==> src/rtl/alu_op_sequencer.sv <==
// Purpose: issue-side front end for the 16-bit ones'-complement ALU (encode, sequence, decode).
// Latency: rsp_valid_o rises phases*SETTLE_CYCLES+1 edges after accept; rejected requests after 1 edge.
// Backpressure: one request in flight; req_ready_o only in IDLE; response held until rsp_ready_i.
// Optional: define ALU_SEQ_OVF_EN to flag ADD/SUB results outside [-16383,16383] with rsp_err_o.
module alu_op_sequencer #(
  parameter int SETTLE_CYCLES = 1
) (
  input  logic        clk_i,
  input  logic        reset_i,
  input  logic        req_valid_i,
  output logic        req_ready_o,
  input  logic [2:0]  req_op_i,
  input  logic [14:0] req_a_i,
  input  logic [14:0] req_b_i,
  output logic [15:0] alu_a_o,
  output logic [15:0] alu_b_o,
  output logic [2:0]  alu_cmd_o,
  input  logic [14:0] alu_res_i,
  output logic        rsp_valid_o,
  input  logic        rsp_ready_i,
  output logic [14:0] rsp_lo_o,
  output logic [14:0] rsp_hi_o,
  output logic        rsp_err_o
);

  localparam logic [2:0] OP_ADD = 3'd0;
  localparam logic [2:0] OP_SUB = 3'd1;
  localparam logic [2:0] OP_AND = 3'd2;
  localparam logic [2:0] OP_MUL = 3'd3;
  localparam logic [2:0] OP_DIV = 3'd4;

  localparam logic [2:0] CMD_ADD    = 3'd0;
  localparam logic [2:0] CMD_SUB    = 3'd1;
  localparam logic [2:0] CMD_AND    = 3'd2;
  localparam logic [2:0] CMD_MUL_LO = 3'd3;
  localparam logic [2:0] CMD_MUL_HI = 3'd4;
  localparam logic [2:0] CMD_REM    = 3'd5;
  localparam logic [2:0] CMD_QUO    = 3'd6;

  localparam int CNT_W = (SETTLE_CYCLES > 1) ? $clog2(SETTLE_CYCLES) : 1;
  localparam logic [CNT_W-1:0] CNT_LAST = CNT_W'(SETTLE_CYCLES - 1);

  // DONE is the single cycle in which the captured result is decoded into rsp_*.
  typedef enum logic [2:0] {
    S_IDLE,
    S_PH1,
    S_PH2,
    S_DONE,
    S_RESP
  } state_t;

  // Signed 15-bit value -> ALU operand: ones'-complement in [15:1], bit 0 zero.
  function automatic logic [15:0] enc_ones(input logic [14:0] x);
    logic [14:0] neg;
    neg = -x;
    return x[14] ? {~neg, 1'b0} : {x, 1'b0};
  endfunction

  // Signed 15-bit value -> ALU operand carrying only the magnitude (sign bit 0).
  function automatic logic [15:0] enc_mag(input logic [14:0] x);
    logic [14:0] neg;
    neg = -x;
    return x[14] ? {neg, 1'b0} : {x, 1'b0};
  endfunction

  state_t           state_q, state_d;
  logic [CNT_W-1:0] cnt_q, cnt_d;
  logic [2:0]       op_q, op_d;
  logic             a_neg_q, a_neg_d;
  logic             b_neg_q, b_neg_d;
  logic             err_q, err_d;
  logic [14:0]      res1_q, res1_d;
  logic [14:0]      res2_q, res2_d;
  logic [15:0]      alu_a_q, alu_a_d;
  logic [15:0]      alu_b_q, alu_b_d;
  logic [2:0]       alu_cmd_q, alu_cmd_d;
  logic             rsp_valid_q, rsp_valid_d;
  logic [14:0]      rsp_lo_q, rsp_lo_d;
  logic [14:0]      rsp_hi_q, rsp_hi_d;
  logic             rsp_err_q, rsp_err_d;

  logic             req_err;
  logic             phase_last;
  logic [14:0]      dec_lo, dec_hi;
  logic             dec_err;
  logic [14:0]      addsub_lo;
  logic [29:0]      prod_mag, prod;
  logic [14:0]      res1_neg, res2_neg;

  // -16384 has no ones'-complement encoding; zero divisor and unknown ops are rejected too.
  assign req_err = (req_a_i == 15'h4000) || (req_b_i == 15'h4000) ||
                   (req_op_i > OP_DIV) ||
                   ((req_op_i == OP_DIV) && (req_b_i == 15'd0));

  assign phase_last  = (cnt_q == CNT_LAST);
  assign req_ready_o = (state_q == S_IDLE) && !reset_i;

  assign alu_a_o     = alu_a_q;
  assign alu_b_o     = alu_b_q;
  assign alu_cmd_o   = alu_cmd_q;
  assign rsp_valid_o = rsp_valid_q;
  assign rsp_lo_o    = rsp_lo_q;
  assign rsp_hi_o    = rsp_hi_q;
  assign rsp_err_o   = rsp_err_q;

`ifdef ALU_SEQ_OVF_EN
  logic [15:0] req_a_sx, req_b_sx, req_sum;
  logic        req_ovf;
  logic        ovf_q, ovf_d;

  // True 16-bit sum/difference, evaluated at accept alongside the ALU pass.
  assign req_a_sx = {req_a_i[14], req_a_i};
  assign req_b_sx = {req_b_i[14], req_b_i};
  assign req_sum  = (req_op_i == OP_SUB) ? (req_a_sx - req_b_sx) : (req_a_sx + req_b_sx);
  assign req_ovf  = ($signed(req_sum) > 16'sd16383) || ($signed(req_sum) < -16'sd16383);
`endif

  // Decode the captured ALU result(s) back into two's-complement response fields.
  always_comb begin
    dec_lo    = '0;
    dec_hi    = '0;
    dec_err   = err_q;
    addsub_lo = res1_q[14] ? (res1_q + 15'd1) : res1_q;
    prod_mag  = {res2_q, res1_q};
    prod      = (a_neg_q ^ b_neg_q) ? (~prod_mag + 30'd1) : prod_mag;
    res1_neg  = -res1_q;
    res2_neg  = -res2_q;
    if (!err_q) begin
      case (op_q)
        OP_ADD, OP_SUB: begin
          dec_lo = addsub_lo;
          dec_hi = {15{addsub_lo[14]}};
`ifdef ALU_SEQ_OVF_EN
          dec_err = ovf_q;
`endif
        end
        OP_AND: begin
          dec_lo = res1_q;
        end
        OP_MUL: begin
          dec_lo = prod[14:0];
          dec_hi = prod[29:15];
        end
        OP_DIV: begin
          // Truncating division: quotient sign from both operands, remainder follows the dividend.
          dec_lo = (a_neg_q ^ b_neg_q) ? res1_neg : res1_q;
          dec_hi = a_neg_q ? res2_neg : res2_q;
        end
        default: begin
          dec_lo = '0;
        end
      endcase
    end
  end

  // Next-state and datapath update for the accept/phase/decode/response sequence.
  always_comb begin
    state_d     = state_q;
    cnt_d       = cnt_q;
    op_d        = op_q;
    a_neg_d     = a_neg_q;
    b_neg_d     = b_neg_q;
    err_d       = err_q;
    res1_d      = res1_q;
    res2_d      = res2_q;
    alu_a_d     = alu_a_q;
    alu_b_d     = alu_b_q;
    alu_cmd_d   = alu_cmd_q;
    rsp_valid_d = rsp_valid_q;
    rsp_lo_d    = rsp_lo_q;
    rsp_hi_d    = rsp_hi_q;
    rsp_err_d   = rsp_err_q;
`ifdef ALU_SEQ_OVF_EN
    ovf_d       = ovf_q;
`endif

    case (state_q)
      S_IDLE: begin
        if (req_valid_i && req_ready_o) begin
          op_d    = req_op_i;
          a_neg_d = req_a_i[14];
          b_neg_d = req_b_i[14];
          err_d   = req_err;
          cnt_d   = '0;
`ifdef ALU_SEQ_OVF_EN
          ovf_d   = req_ovf;
`endif
          if (req_err) begin
            // Rejected: ALU outputs are left untouched.
            state_d = S_DONE;
          end else begin
            state_d = S_PH1;
            case (req_op_i)
              OP_ADD: begin
                alu_a_d   = enc_ones(req_a_i);
                alu_b_d   = enc_ones(req_b_i);
                alu_cmd_d = CMD_ADD;
              end
              OP_SUB: begin
                alu_a_d   = enc_ones(req_a_i);
                alu_b_d   = enc_ones(req_b_i);
                alu_cmd_d = CMD_SUB;
              end
              OP_AND: begin
                alu_a_d   = enc_ones(req_a_i);
                alu_b_d   = enc_ones(req_b_i);
                alu_cmd_d = CMD_AND;
              end
              OP_MUL: begin
                alu_a_d   = enc_mag(req_a_i);
                alu_b_d   = enc_mag(req_b_i);
                alu_cmd_d = CMD_MUL_LO;
              end
              default: begin
                alu_a_d   = enc_mag(req_a_i);
                alu_b_d   = enc_mag(req_b_i);
                alu_cmd_d = CMD_QUO;
              end
            endcase
          end
        end
      end

      S_PH1: begin
        if (phase_last) begin
          res1_d = alu_res_i;
          cnt_d  = '0;
          if (op_q == OP_MUL) begin
            alu_cmd_d = CMD_MUL_HI;
            state_d   = S_PH2;
          end else if (op_q == OP_DIV) begin
            alu_cmd_d = CMD_REM;
            state_d   = S_PH2;
          end else begin
            state_d = S_DONE;
          end
        end else begin
          cnt_d = cnt_q + CNT_W'(1);
        end
      end

      S_PH2: begin
        if (phase_last) begin
          res2_d  = alu_res_i;
          cnt_d   = '0;
          state_d = S_DONE;
        end else begin
          cnt_d = cnt_q + CNT_W'(1);
        end
      end

      S_DONE: begin
        rsp_lo_d    = dec_lo;
        rsp_hi_d    = dec_hi;
        rsp_err_d   = dec_err;
        rsp_valid_d = 1'b1;
        state_d     = S_RESP;
      end

      S_RESP: begin
        if (rsp_ready_i) begin
          rsp_valid_d = 1'b0;
          state_d     = S_IDLE;
        end
      end

      default: begin
        state_d = S_IDLE;
      end
    endcase
  end

  // State and datapath registers; reset drops any in-flight request and zeroes every output.
  always_ff @(posedge clk_i) begin
    if (reset_i) begin
      state_q     <= S_IDLE;
      cnt_q       <= '0;
      op_q        <= OP_ADD;
      a_neg_q     <= 1'b0;
      b_neg_q     <= 1'b0;
      err_q       <= 1'b0;
      res1_q      <= '0;
      res2_q      <= '0;
      alu_a_q     <= '0;
      alu_b_q     <= '0;
      alu_cmd_q   <= '0;
      rsp_valid_q <= 1'b0;
      rsp_lo_q    <= '0;
      rsp_hi_q    <= '0;
      rsp_err_q   <= 1'b0;
`ifdef ALU_SEQ_OVF_EN
      ovf_q       <= 1'b0;
`endif
    end else begin
      state_q     <= state_d;
      cnt_q       <= cnt_d;
      op_q        <= op_d;
      a_neg_q     <= a_neg_d;
      b_neg_q     <= b_neg_d;
      err_q       <= err_d;
      res1_q      <= res1_d;
      res2_q      <= res2_d;
      alu_a_q     <= alu_a_d;
      alu_b_q     <= alu_b_d;
      alu_cmd_q   <= alu_cmd_d;
      rsp_valid_q <= rsp_valid_d;
      rsp_lo_q    <= rsp_lo_d;
      rsp_hi_q    <= rsp_hi_d;
      rsp_err_q   <= rsp_err_d;
`ifdef ALU_SEQ_OVF_EN
      ovf_q       <= ovf_d;
`endif
    end
  end

endmodule

==> config.mk <==
export PLATFORM = sky130hd
export DESIGN_NAME = alu_op_sequencer
export DESIGN_NICKNAME = d
export VERILOG_FILES = /design/src/rtl/alu_op_sequencer.sv
export SDC_FILE = /design/constraint.sdc
export NUM_CORES = 1
export LEC_CHECK = 0
export ABC_AREA = 0
export CORE_ASPECT_RATIO = 1.75
export CORE_MARGIN = 3
export CORE_UTILIZATION = 59
export CTS_BUF_LIST = sky130_fd_sc_hd__clkbuf_8
export DETAILED_ROUTE_END_ITERATION = 12
export HOLD_SLACK_MARGIN = 0.02
export PLACE_DENSITY = 0.95
export SETUP_SLACK_MARGIN = 0.1
export SLEW_MARGIN = 20
export SYNTH_ARGS = -nofsm -noshare
export SYNTH_HDL_FRONTEND = slang
export SYNTH_SLANG_ARGS = --single-unit
export TNS_END_PERCENT = 100
==> constraint.sdc <==
create_clock -name clk_i -period 4.85 [get_ports clk_i]
set_input_delay 0.485 -clock clk_i [delete_from_list [all_inputs] [get_ports clk_i]]
set_output_delay 0.485 -clock clk_i [all_outputs]
set_load 0.02 [all_outputs]
==> results.toml, run 1 <==
[sta]
rsz0062_at_grt = "no"
worst_hold_slack_ns = 0.4582
slew_viol_final = 0
max_freq_mhz = 336.8
setup_tns_ns = 0
final.min_clock_period_ns = 2.970
skew_ns = 0.01551
tightest_slew_ns = 0.9710
finalCritPeriodShare_pct = 61.23
setup_viol = 0
relSlewSlack_pct = 35.13
setup_slack_ns = 1.880
hold_viol_final = 0

[layout]
mostFrequentLayoutCells = "nand2_1 (140), clkdlybuf4s50_1 (116), dfxtp_1 (104), a21oi_1 (79), nor2_1 (70)"
fillers = 791
seqCellArea_um2 = 2082
multi_input_area_um2 = 4045
layout.nets = 971
syn2layout_area_growth_pct = 20.77
diodes = 0
drive_above_1_share_pct = 6.202
finish.utilization_pct = 74.40
final_common_cell = "nand2_1"

[floorplanning]
die_x_um = 85.09
ios = 120
row_count = 49
die_h_um = 144.4
fp.coreArea_um2 = 10480
initial_utilization_pct = 61.61
die_area_um2 = 12290

[yosys]
synth_top_area_share_pct = 32.24
synthTopCellsByArea = "dfxtp_1 (32%), nand2_1 (8.1%), xnor2_1 (6.4%), a21oi_1 (6.1%), nor2_1 (4.1%)"
ys.flop_type = "dfxtp_1"
synth_warnings = 0
ys_types = 76
synth_seq_cells = 104
yosysSeqAreaShare_pct = 32.24
synth_top_area_cell = "dfxtp_1"
ys_async_sr_fraction_pct = 0
syn_avg_cell_area_um2 = 7.698
synth-edff-count = 0
postSynthCellCount = 839
syn_area_um2 = 6459

[power_and_ir_drop]
power_leakage_nw = 2.717
total_power_mw = 2.233
p_per_area_nw_per_um2 = 286.2
ir_worst_vdd_uv = 269.5

[routing]
drt_wl_total_um = 19110
firstDrtPassIters = 6
ant_nets = 0
drt_drc_violations_left = 0
post_drt_wl_per_cell_um = 18.27
drt_iter0_drc = 718
vias = 6670
viasPerCell = 6.377

[critical_path]
end_kind = "flip-flop"
r2r_slack_ns = 1.97
path_class = "primary input to flip-flop"
r2r_cells = 6
r2r_start = "state_q[0]"
r2r-end = "alu_cmd_o[0]"
startpoint_type = "primary input"
worstPathCellList = "clkdlybuf4s50_1 > inv_1 > ha_1 > nand3b_1 > nor3_2 > a2111oi_4 > buf_4 > nor3_1 > a2111oi_2"
crit_fanout = 41
cp_slowest_stage_delay_ns = 0.69
critPathSlowestCell = "a2111oi_4"
crit_arrival_ns = 3.26
required_ns = 5.14

[min_path]
hold_end = "rsp_lo_o[1]"
hold_path.class = "flip-flop to flip-flop"
min_from = "rsp_lo_o[1]"
holdPathStages = 2

[clock_network]
cts_max_level = 3
cts_tree = "done"
cts_sinks = 104
path_clk_slew_ns = 0.10
cts-resized-gates = 0
ctsHoldBuffers = 0
cts_buffer_depth = 2
cts_buffers = 9
cts_root_buf = "clkbuf_8"
postCtsSetupBuffers = 0
clkLatencyLatePin_ns = 0.39

[placed_design]
place_congestion = 0.9974
dp_slack_ns = 1.096
hpwl_um = 14180
numPortBuffers = 117

[global_route]
grt_pass1_vias = 6359
grtUsageTotal_pct = 30.52
antenna_found_initial = 0
grt_pass1_wl_um = 30370
grt_max_degree = 65
grt_overflow_total = 0

[run_status]
status = "complete, no violations"

[run]
maxCapViolCount = 0
[cell families (layout without fill, tap and decap cells)]
logic type | count (synthesis) | in the layout | synth area share, %
XOR/XNOR | 72 | 72 | 9.764
multiplexers | 19 | 19 | 2.964
other | 1 | 2 | 0.05806
adder cells (fa/ha/maj) | 5 | 5 | 0.9686
buffers and inverters | 82 | 161 | 5.192
AO/OA/AOI/OAI | 229 | 229 | 24.70
flip-flops | 104 | 104 | 32.24
AND/OR/NAND/NOR | 327 | 327 | 24.12
[power breakdown]
part / switching [mW] / total [mW] / internal (mW)
combinational: 0.421 / 0.701 / 0.280
sequential: 0.0857 / 0.991 / 0.906
clock: 0.321 / 0.541 / 0.220
total: 0.827 / 2.23 / 1.41
[critical path, delay by kind of cell]
| family | cells | cell delay (ns) |
|---|---|---|
| AOI/OAI and AO/OA | 2 | 1.01 |
| and+or+nand+nor | 3 | 0.39 |
| buffers and inverters | 3 | 1.10 |
| adders and majority gates | 1 | 0.27 |
[flip-flops by register name, indices dropped and copies added, names as in the netlist]
register,cells
state_q,3
rsp_valid_o,1
alu_cmd_o,3
op_q,3
alu_a_o,15
dec_err,1
rsp_lo_o,15
a_neg_q,1
rsp_err_o,1
alu_b_o,15
b_neg_q,1
res1_q,15
rsp_hi_o,15
res2_q,15
[per-stage QoR]
step | instances | cell area [um2]
2_1_floorplan | 840 | 6462
3_3_place_gp | 1029 | 7599
3_5_place_dp | 1029 | 7599
4_1_cts | 1045 | 7789
5_1_grt | 1046 | 7800
6_report | 1046 | 7800
[metal layers]
metal / vias up / share of wire, % / global-route usage, %
li1: 3140 / - / -
met2: 322 / 52 / 55.16
met4: 0 / 4.8 / 17.26
met3: 79 / 7.1 / 7.412
met5: - / 0 / 0
met1: 3129 / 36 / 31.81
[synthesized netlist by cell type (6+ instances only)]
master,n
a211oi_1,32
a21oi_1,79
a221oi_1,7
a31oi_1,10
and2_1,9
buf_2,6
clkbuf_1,52
dfxtp_1,104
inv_1,14
mux2i_1,18
nand2_1,140
nand2b_1,8
nand3_1,14
nor2_1,70
nor2b_1,7
nor3_1,21
nor4_1,7
o211ai_1,7
o21ai_0,25
or3_1,11
or4_1,7
xnor2_1,47
xor2_1,25
[cell type report]
class                           instances  share of cell area [%]
Multi-Input combinational cell        654                   51.86
Timing Repair Buffer                  130                   16.25
Sequential cell                       104                   26.69
Clock inverter                          5                  0.4973
Tap cell                              127                   2.037
Inverter                               15                  0.7218
Clock buffer                           11                   1.941
[how the worst max path moves through the flow]
stage,startpoint,end,slack [ns]
floorplan,req_b_i[10],alu_cmd_o[2],2.51
global placement,req_b_i[0],alu_cmd_o[0],1.20
detailed placement,req_a_i[0],alu_cmd_o[0],1.10
CTS,req_b_i[0],alu_cmd_o[0],1.50
global route,req_b_i[1],alu_cmd_o[0],1.70
finish,req_a_i[0],alu_cmd_o[0],1.88
Power figures use the tool's default switching activity.
==> run 2: changes to the inputs <==
--- a/config.mk
+++ b/config.mk
@@ -8,11 +8,11 @@
 export ABC_AREA = 0
 export CORE_ASPECT_RATIO = 1.75
 export CORE_MARGIN = 3
-export CORE_UTILIZATION = 59
+export CORE_UTILIZATION = 55
 export CTS_BUF_LIST = sky130_fd_sc_hd__clkbuf_8
 export DETAILED_ROUTE_END_ITERATION = 12
 export HOLD_SLACK_MARGIN = 0.02
-export PLACE_DENSITY = 0.95
+export PLACE_DENSITY = 0.93
 export SETUP_SLACK_MARGIN = 0.1
 export SLEW_MARGIN = 20
 export SYNTH_ARGS = -nofsm -noshare
==> constraint.sdc (replaced) <==
create_clock -name clk_i -period 2.83 [get_ports clk_i]
set_input_delay 0.283 -clock clk_i [delete_from_list [all_inputs] [get_ports clk_i]]
set_output_delay 0.283 -clock clk_i [all_outputs]
set_load 0.02 [all_outputs]
==> run 2 against run 1 <==
  * Core utilization decreased by 3.1 points
  * Die area increased by 6.9%
  * Power increased by 79%
  * First-iteration DRC count increased by 8.4%
  * Largest power group unchanged
  * Highest routed layer unchanged
  * Final area increased by 3.3%
  * Clock-buffer cell count decreased by 1
  * Non-clock buffer count increased by 27
  * Combinational power increased by 83%
  * Routed wire length increased by 2.3%
  * Flip-flop and latch count unchanged
  * Critical path type is now flip-flop to flip-flop
  * Clock power increased by 89%
  * Sequential power increased by 71%
==> results.toml, run 2 (synthesis results as in run 1) <==
[placed_design]
hpwl_um = 14520
place_congestion = 1.011
numPortBuffers = 117
dp_cells = 1062

[global_route]
use_met1_pct = 32.93
grtUsageTotal_pct = 29.99
grt_overflow_total = 0
grt.met2_usage_pct = 52.57
grt_use_met3_pct = 5.307
grt-busiest-layer = "met2"
grt_pass1_wl_um = 31370
grt_max_degree = 49
grt_pass1_vias = 6616
antenna_found_initial = 0

[floorplanning]
die_h_um = 149.4
initial_utilization_pct = 57.18
row_count = 51
ios = 120
die_x_um = 87.92
fp.coreArea_um2 = 11290
die_area_um2 = 13130

[critical_path]
path_class = "flip-flop to flip-flop"
required_ns = 3.07
crit_arrival_ns = 2.75
critPathSlowestCell = "or3b_2"
crit_buf_inv = 1
crit_fanout = 8
worstPathCellList = "inv_1 > ha_1 > or3b_2 > nor4_1 > nand2b_1 > xnor2_1 > a221oi_1 > a211oi_1"
startpoint_type = "flip-flop"
crit_family = "simple AND/OR/NAND/NOR gates"
end_kind = "flip-flop"
cp_slowest_stage_delay_ns = 0.58

[clock_network]
postCtsSetupBuffers = 0
cts-resized-gates = 0
cts_max_level = 3
cts_buffer_depth = 2
cts_sinks = 104
clkLatencyLatePin_ns = 0.38
ctsHoldBuffers = 0
cts_buffers = 9
cts_tree = "done"
cts_root_buf = "clkbuf_8"
path_clk_slew_ns = 0.09

[routing]
viasPerCell = 6.334
vias = 6815
drt_drc_violations_left = 0
ant_nets = 0
drt_wl_total_um = 19550
drt_iter0_drc = 778
firstDrtPassIters = 7
post_drt_wl_per_cell_um = 18.17

[sta]
max_freq_mhz = 398.3
final.min_clock_period_ns = 2.510
finalCritPeriodShare_pct = 88.71
rsz0062_at_grt = "no"
setup_tns_ns = 0
tightest_slew_ns = 0.7101
hold_viol_final = 0
worst_hold_slack_ns = 0.4164
slew_viol_final = 0
setup_viol = 0
skew_ns = 0.008948
relSlewSlack_pct = 52.43

[power_and_ir_drop]
ir_worst_vdd_uv = 308.3
power_leakage_nw = 2.859
p_per_area_nw_per_um2 = 495.5

[layout]
mostFrequentLayoutCells = "nand2_1 (140), clkdlybuf4s50_1 (116), dfxtp_1 (104), a21oi_1 (79), nor2_1 (70)"
fillers = 834
layoutNonFillerInstCount = 1076
syn2layout_area_growth_pct = 24.74
drive_above_1_share_pct = 8.686
layout.nets = 998
final_common_cell = "nand2_1"
diodes = 0

[min_path]
hold_path.class = "primary input to flip-flop"

[run]
maxCapViolCount = 0

[run_status]
status = "complete, no violations"
-- run 2: cell count changes in the layout (fill, tap and decap cells not counted), sizes merged --
| cell | delta |
|---|---|
| clkinv | -3 |
| buf | +27 |
| inv | -1 |
| clkinvlp | +1 |
| clkbuf | -1 |
| bufinv | +2 |
-- run 2: metrics by stage --
| stage | setup WS, ns | power [mW] | instance area (um2) | utilization, % |
|---|---|---|---|---|
| after detailed placement | -0.002671 | 2.963 | 7840 | 69.41 |
| after global routing | 0.1296 | 4.172 | 8056 | 71.33 |
| after CTS | 0.3437 | 3.975 | 8049 | 71.26 |
| after floorplan | 0.5481 | 2.515 | 6462 | - |
| final | 0.3196 | 3.992 | 8056 | 71.33 |
| after global placement | 0.1426 | 2.928 | 7840 | 69.41 |
-- run 2: final cells by class --
type	instances	area (um2)	share of cell area [%]
Clock buffer	10	137.6	1.708
Inverter	15	56.30	0.6989
Tap cell	132	165.2	2.050
Multi-Input combinational cell	654	4053	50.30
Clock inverter	4	71.32	0.8852
Timing Repair Buffer	157	1491	18.51
Sequential cell	104	2082	25.84
-- run 2: worst reg2reg max path, delay by kind of cell (launching register included) --
family | cells | cell delay (ns)
DFF | 1 | 0.38
buffers and inverters | 1 | 0.10
and+or+nand+nor | 3 | 1.16
AOI/OAI and AO/OA | 2 | 0.39
adders and majority gates | 1 | 0.27
xor gates and xnor gates | 1 | 0.09
-- run 2: final timing paths --
check,start,endpoint,slack (ns),depth (start not counted)
setup reg to reg,res2_q[0],rsp_hi_o[14],0.32,8
setup / recovery,res2_q[0],rsp_hi_o[14],0.32,8
hold reg to reg,rsp_hi_o[3],rsp_hi_o[3],0.46,2
hold / removal,reset_i,rsp_lo_o[1],0.42,4
-- run 2: metal layers --
layer,share of wire [%],vias to the layer above
li1,-,3209
met1,36,3165
met2,52,351
met3,6.9,90
met4,5.1,0
met5,0,-
-- run 2: where the power goes --
part	total [mW]	switching, mW	internal [mW]
clock network	1.02	0.510	0.510
registers	1.69	0.136	1.55
logic	1.28	0.750	0.533
==> run 3: changes to the inputs <==
==> constraint.sdc (replaced) <==
create_clock -name clk_i -period 2.6 [get_ports clk_i]
set_input_delay 0.26 -clock clk_i [delete_from_list [all_inputs] [get_ports clk_i]]
set_output_delay 0.26 -clock clk_i [all_outputs]
set_load 0.02 [all_outputs]
==> run 3 against run 2 <==
  * Die area is the same
  * First-iteration DRC count fell by 32%
  * Cell count rose by 2.7%
  * Critical path depth decreased by 1
==> results.toml, run 3 (synthesis results as in run 1) <==
[critical_path]
r2r_start = "res2_q[0]"
crit_fanout = 6
crit_buf_inv = 1
startpoint_type = "flip-flop"
end_kind = "flip-flop"
r2r-end = "rsp_hi_o[9]"
path_class = "flip-flop to flip-flop"
crit_family = "simple AND/OR/NAND/NOR gates"
worstPathCellList = "buf_4 > or4_1 > nor4_1 > a21boi_0 > xor2_1 > a221oi_1 > a211oi_1"
critPathSlowestCell = "or4_1"
r2r_slack_ns = 0.22
required_ns = 2.84
crit_arrival_ns = 2.62
r2r_cells = 7
cp_slowest_stage_delay_ns = 0.55

[placed_design]
numPortBuffers = 117
place_congestion = 1.047
hpwl_um = 15000

[sta]
relSlewSlack_pct = 40.64
finalCritPeriodShare_pct = 91.65
tightest_slew_ns = 0.8840
setup_tns_ns = 0
rsz0062_at_grt = "no"
skew_ns = 0.009409
hold_viol_final = 0
worst_hold_slack_ns = 0.3548
setup_viol = 0
final.min_clock_period_ns = 2.383
max_freq_mhz = 419.6
slew_viol_final = 0

[floorplanning]
die_h_um = 149.4
initial_utilization_pct = 57.18
ios = 120
die_area_um2 = 13130
die_x_um = 87.92
row_count = 51
fp.coreArea_um2 = 11290

[routing]
drt_wl_total_um = 20070
drt_drc_violations_left = 0
vias = 7024
firstDrtPassIters = 6
ant_nets = 0
post_drt_wl_per_cell_um = 18.16
drt_iter0_drc = 528
viasPerCell = 6.357

[min_path]
hold_end = "rsp_err_o"
min_from = "reset_i"
hold_path.class = "primary input to flip-flop"
holdPathStages = 3

[layout]
fillers = 817
drive_above_1_share_pct = 11.51
mostFrequentLayoutCells = "nand2_1 (140), clkdlybuf4s50_1 (116), dfxtp_1 (104), a21oi_1 (79), nor2_1 (70)"
layout.nets = 1025
diodes = 0
final_common_cell = "nand2_1"
syn2layout_area_growth_pct = 27.90
finish.utilization_pct = 73.14

[clock_network]
cts_buffer_depth = 2
cts_buffers = 9
path_clk_slew_ns = 0.10
ctsHoldBuffers = 0
cts_sinks = 104
cts_tree = "done"
cts_root_buf = "clkbuf_8"
postCtsSetupBuffers = 0
clkLatencyLatePin_ns = 0.38
cts_max_level = 3

[run_status]
status = "complete, no violations"

[power_and_ir_drop]
p_sw_share_pct = 36.11
power_leakage_nw = 3.000
seq_power_share_pct = 41.6
ir_worst_vdd_uv = 303.3
p_comb_share_pct = 33.8
intPower_mw = 2.787
clkPwrFrac_pct = 24.5
p_per_area_nw_per_um2 = 528.1
p_sw_mw = 1.575

[run]
maxCapViolCount = 0

[global_route]
grtUsageTotal_pct = 30.66
antenna_found_initial = 0
grt_pass1_vias = 6902
grt_pass1_wl_um = 32120
grt_overflow_total = 0
grt_max_degree = 66
run 3: cell types whose count changed in the layout (fill, tap and decap cells not counted), sizes merged:
cell / previous run / this run
buf: 41 / 68
bufinv: 2 / 1
clkinv: 1 / 3
clkinvlp: 1 / 0
inv: 15 / 17
run 3: repair_timing:
action,4_1_cts,5_1_grt
endpoints found under the setup margin,0,18
hold endpoints to repair,0,0
resized for setup,0,2
run 3: area by class of cell:
class | count | area, um2 | share of cell area, %
Multi-Input combinational cell | 654 | 4058 | 49.12
Sequential cell | 104 | 2082 | 25.20
Timing Repair Buffer | 184 | 1694 | 20.51
Tap cell | 132 | 165.2 | 1.999
Clock buffer | 10 | 137.6 | 1.666
Clock inverter | 6 | 67.56 | 0.8179
Inverter | 15 | 56.30 | 0.6816
run 3: power by group through the flow:
stage / combinational, mW / sequential, mW / clock, mW
3_5_place_dp: 1.43 / 1.84 / 0
6_report: 1.48 / 1.82 / 1.07
5_1_grt: 1.59 / 1.83 / 1.15
2_1_floorplan: 0.901 / 1.84 / 0
3_3_place_gp: 1.39 / 1.84 / 0
4_1_cts: 1.44 / 1.81 / 1.08
run 3: worst min-delay path: stages:
cell,delay [ns]
buf_2,0.12
buf_4,0.21
nor2_1,0.11
run 3: per-layer routing:
layer / up-vias / GRT usage (%) / part of all wire, %
li1: 3261 / - / -
met1: 3288 / 32.71 / 35
met2: 373 / 53.10 / 51
met3: 102 / 6.855 / 7.8
met4: 0 / 19.28 / 6.1
met5: - / 0 / 0
run 3: metrics by stage:
stage / setup WS (ns) / cells / power, mW / cell area [um2]
2_1_floorplan: 0.3181 / 840 / 2.738 / 6462
3_3_place_gp: -0.01323 / 1089 / 3.233 / 8043
3_5_place_dp: -0.1022 / 1089 / 3.274 / 8043
4_1_cts: 0.2062 / 1105 / 4.326 / 8248
5_1_grt: 0.1025 / 1105 / 4.568 / 8260
6_report: 0.2170 / 1105 / 4.362 / 8260
run 3: worst max path at each step:
stage	startpoint	to	depth (start not counted)
floorplan	state_q[1]	alu_a_o[3]	6
global placement	req_b_i[10]	alu_a_o[2]	8
detailed placement	req_b_i[10]	alu_a_o[6]	8
CTS	res2_q[0]	rsp_hi_o[14]	8
global route	res2_q[0]	rsp_hi_o[12]	8
finish	res2_q[0]	rsp_hi_o[9]	7
==> patch, RTL diff (settings of run 2) <==
Add a define of `ALU_SEQ_OVF_EN`.
--- a/src/rtl/alu_op_sequencer.sv
+++ b/src/rtl/alu_op_sequencer.sv
@@ -2,6 +2,8 @@
 // Latency: rsp_valid_o rises phases*SETTLE_CYCLES+1 edges after accept; rejected requests after 1 edge.
 // Backpressure: one request in flight; req_ready_o only in IDLE; response held until rsp_ready_i.
 // Optional: define ALU_SEQ_OVF_EN to flag ADD/SUB results outside [-16383,16383] with rsp_err_o.
+`define ALU_SEQ_OVF_EN
+
 module alu_op_sequencer #(
   parameter int SETTLE_CYCLES = 1
 ) (
Function: changed (a bounded check fails within 4 cycles, from zero or initial values and one cycle with reset_i high).
==> patch against run 2 <==
Largest cell class unchanged. Worst setup slack got worse by 770 ps. Via count rose by 26%. Design area rose by 24%. The run now ends with negative setup slack left. Sequential cell count rose by 1. Clock power fell by 8%. Total power rose by 13%. Routed wire length rose by 33%. Combinational power rose by 48%. Synthesized cell count rose by 19%. Area after synthesis rose by 15%. Sequential power barely moved.
==> patch: results (changes against run 2) <==
metric;value;unit;change
met2 GRT Util;64.3;%;was 52.6%
Internal;2.80;mW;was 2.60 mW
Crit path arrival time;3550;ps;was 2750 ps
dpl cell area;0.00962;mm^2;was 0.00784 mm^2
Crit. Startpoint;req_b_i[5];;was res2_q[0]$_SDFFE_PP0N_
failing checks;negative setup slack;;
first-pass GRT wire length;41300;um;was 31400 um
setup violators final;1;;was 0
Clk. pwr;0.942;mW;was 1.02 mW
VDD IR max;300;uV;was 308 uV
Synth Area in Adders;3.99;%;was 0.969%
CTS root buffer;clkbuf_8;;unchanged
Tot GR Track Use;34.5;%;was 30.0%
GR Layer Usage met1;34.3;%;was 32.9%
Fillers;928;;was 834
post-synthesis mux area share;0.946;%;was 2.96%
reg2reg path depth;10;;was 8
worst r2r dst;rsp_hi_o[11]$_SDFFE_PP0P_;;was rsp_hi_o[14]$_SDFFE_PP0P_
Comb power frac;41.8;%;was 32.1%
Hold EP;alu_b_o[4]$_SDFFE_PP0P_;;was rsp_lo_o[1]$_SDFFE_PP0P_
start point of the worst min-delay path;req_b_i[3];;was reset_i
Net count, final;1274;;was 998
drt initial violations;575;;was 778
wl on met1;8490;um;was 7090 um
First-pass DRT Iterations;6;;was 7
Synth Area per Inst;7.40;um^2;was 7.70 um^2
pre-CTS WS;-1300;ps;was -2.67 ps
sequential fraction of the synthesis area;28.4;%;was 32.2%
Setup crit end;ovf_q$_SDFFE_PP0P_;;was rsp_hi_o[14]$_SDFFE_PP0P_
top post-synthesis cells by count;162 x nand2_1, 105 x dfxtp_1, 98 x nor2_1;;was 140 x nand2_1, 104 x dfxtp_1, 79 x a21oi_1
most common flop cell mapped by yosys;dfxtp_1;;unchanged
via count;8575;;was 6815
wire length per cell;19.0;um;was 18.2 um
status;finished, violations left;;was complete, no violations
GR Util met3;4.54;%;was 5.31%
vias in the first global route;8472;;was 6616
Final HPWL DP;20000;um;was 14500 um
largest net degree at the start of global routing;75;;was 49
post-synthesis cell type count;74;;was 76
FF-to-FF setup slack;190;ps;was 320 ps
Layout Skew;7.08;ps;was 8.95 ps
top cells by area, synth;dfxtp_1 28%, nand2_1 8.2%, a21oi_1 5.9%, xnor2_1 5.4%, nor2_1 5.0%;;was dfxtp_1 32%, nand2_1 8.1%, xnor2_1 6.4%, a21oi_1 6.1%, nor2_1 4.1%
dpl cells;1351;;was 1062
setup ws final;-455;ps;was 320 ps
[patch: cell count changes in the layout (fill, tap and decap cells not counted), moves of 7 or more]
cell	delta
buf_4	+100
a22o_1	+8
ha_1	+15
mux2i_1	-12
xor2_1	+14
nor2_1	+25
a21oi_2	+7
a221oi_1	-7
o21a_1	+8
o21ai_0	+20
nand2_1	+21
o221ai_1	+9
[patch: layout make-up]
type | instances | area, um^2 | share of cell area, %
clock buffers | 9 | 124 | 1.24
clock inverters | 6 | 62.6 | 0.626
inverters | 21 | 78.8 | 0.789
multi-input cells | 803 | 5140 | 51.5
flip-flops and latches | 105 | 2100 | 21.1
well taps | 171 | 214 | 2.14
repair buffers | 259 | 2260 | 22.7
[patch: timing repair]
| action | CTS | global route |
|---|---|---|
| pin swaps | 13 | 24 |
| resized for setup | 26 | 28 |
| endpoints found under the setup margin | 4 | 9 |
| buffers inserted | 6 | 2 |
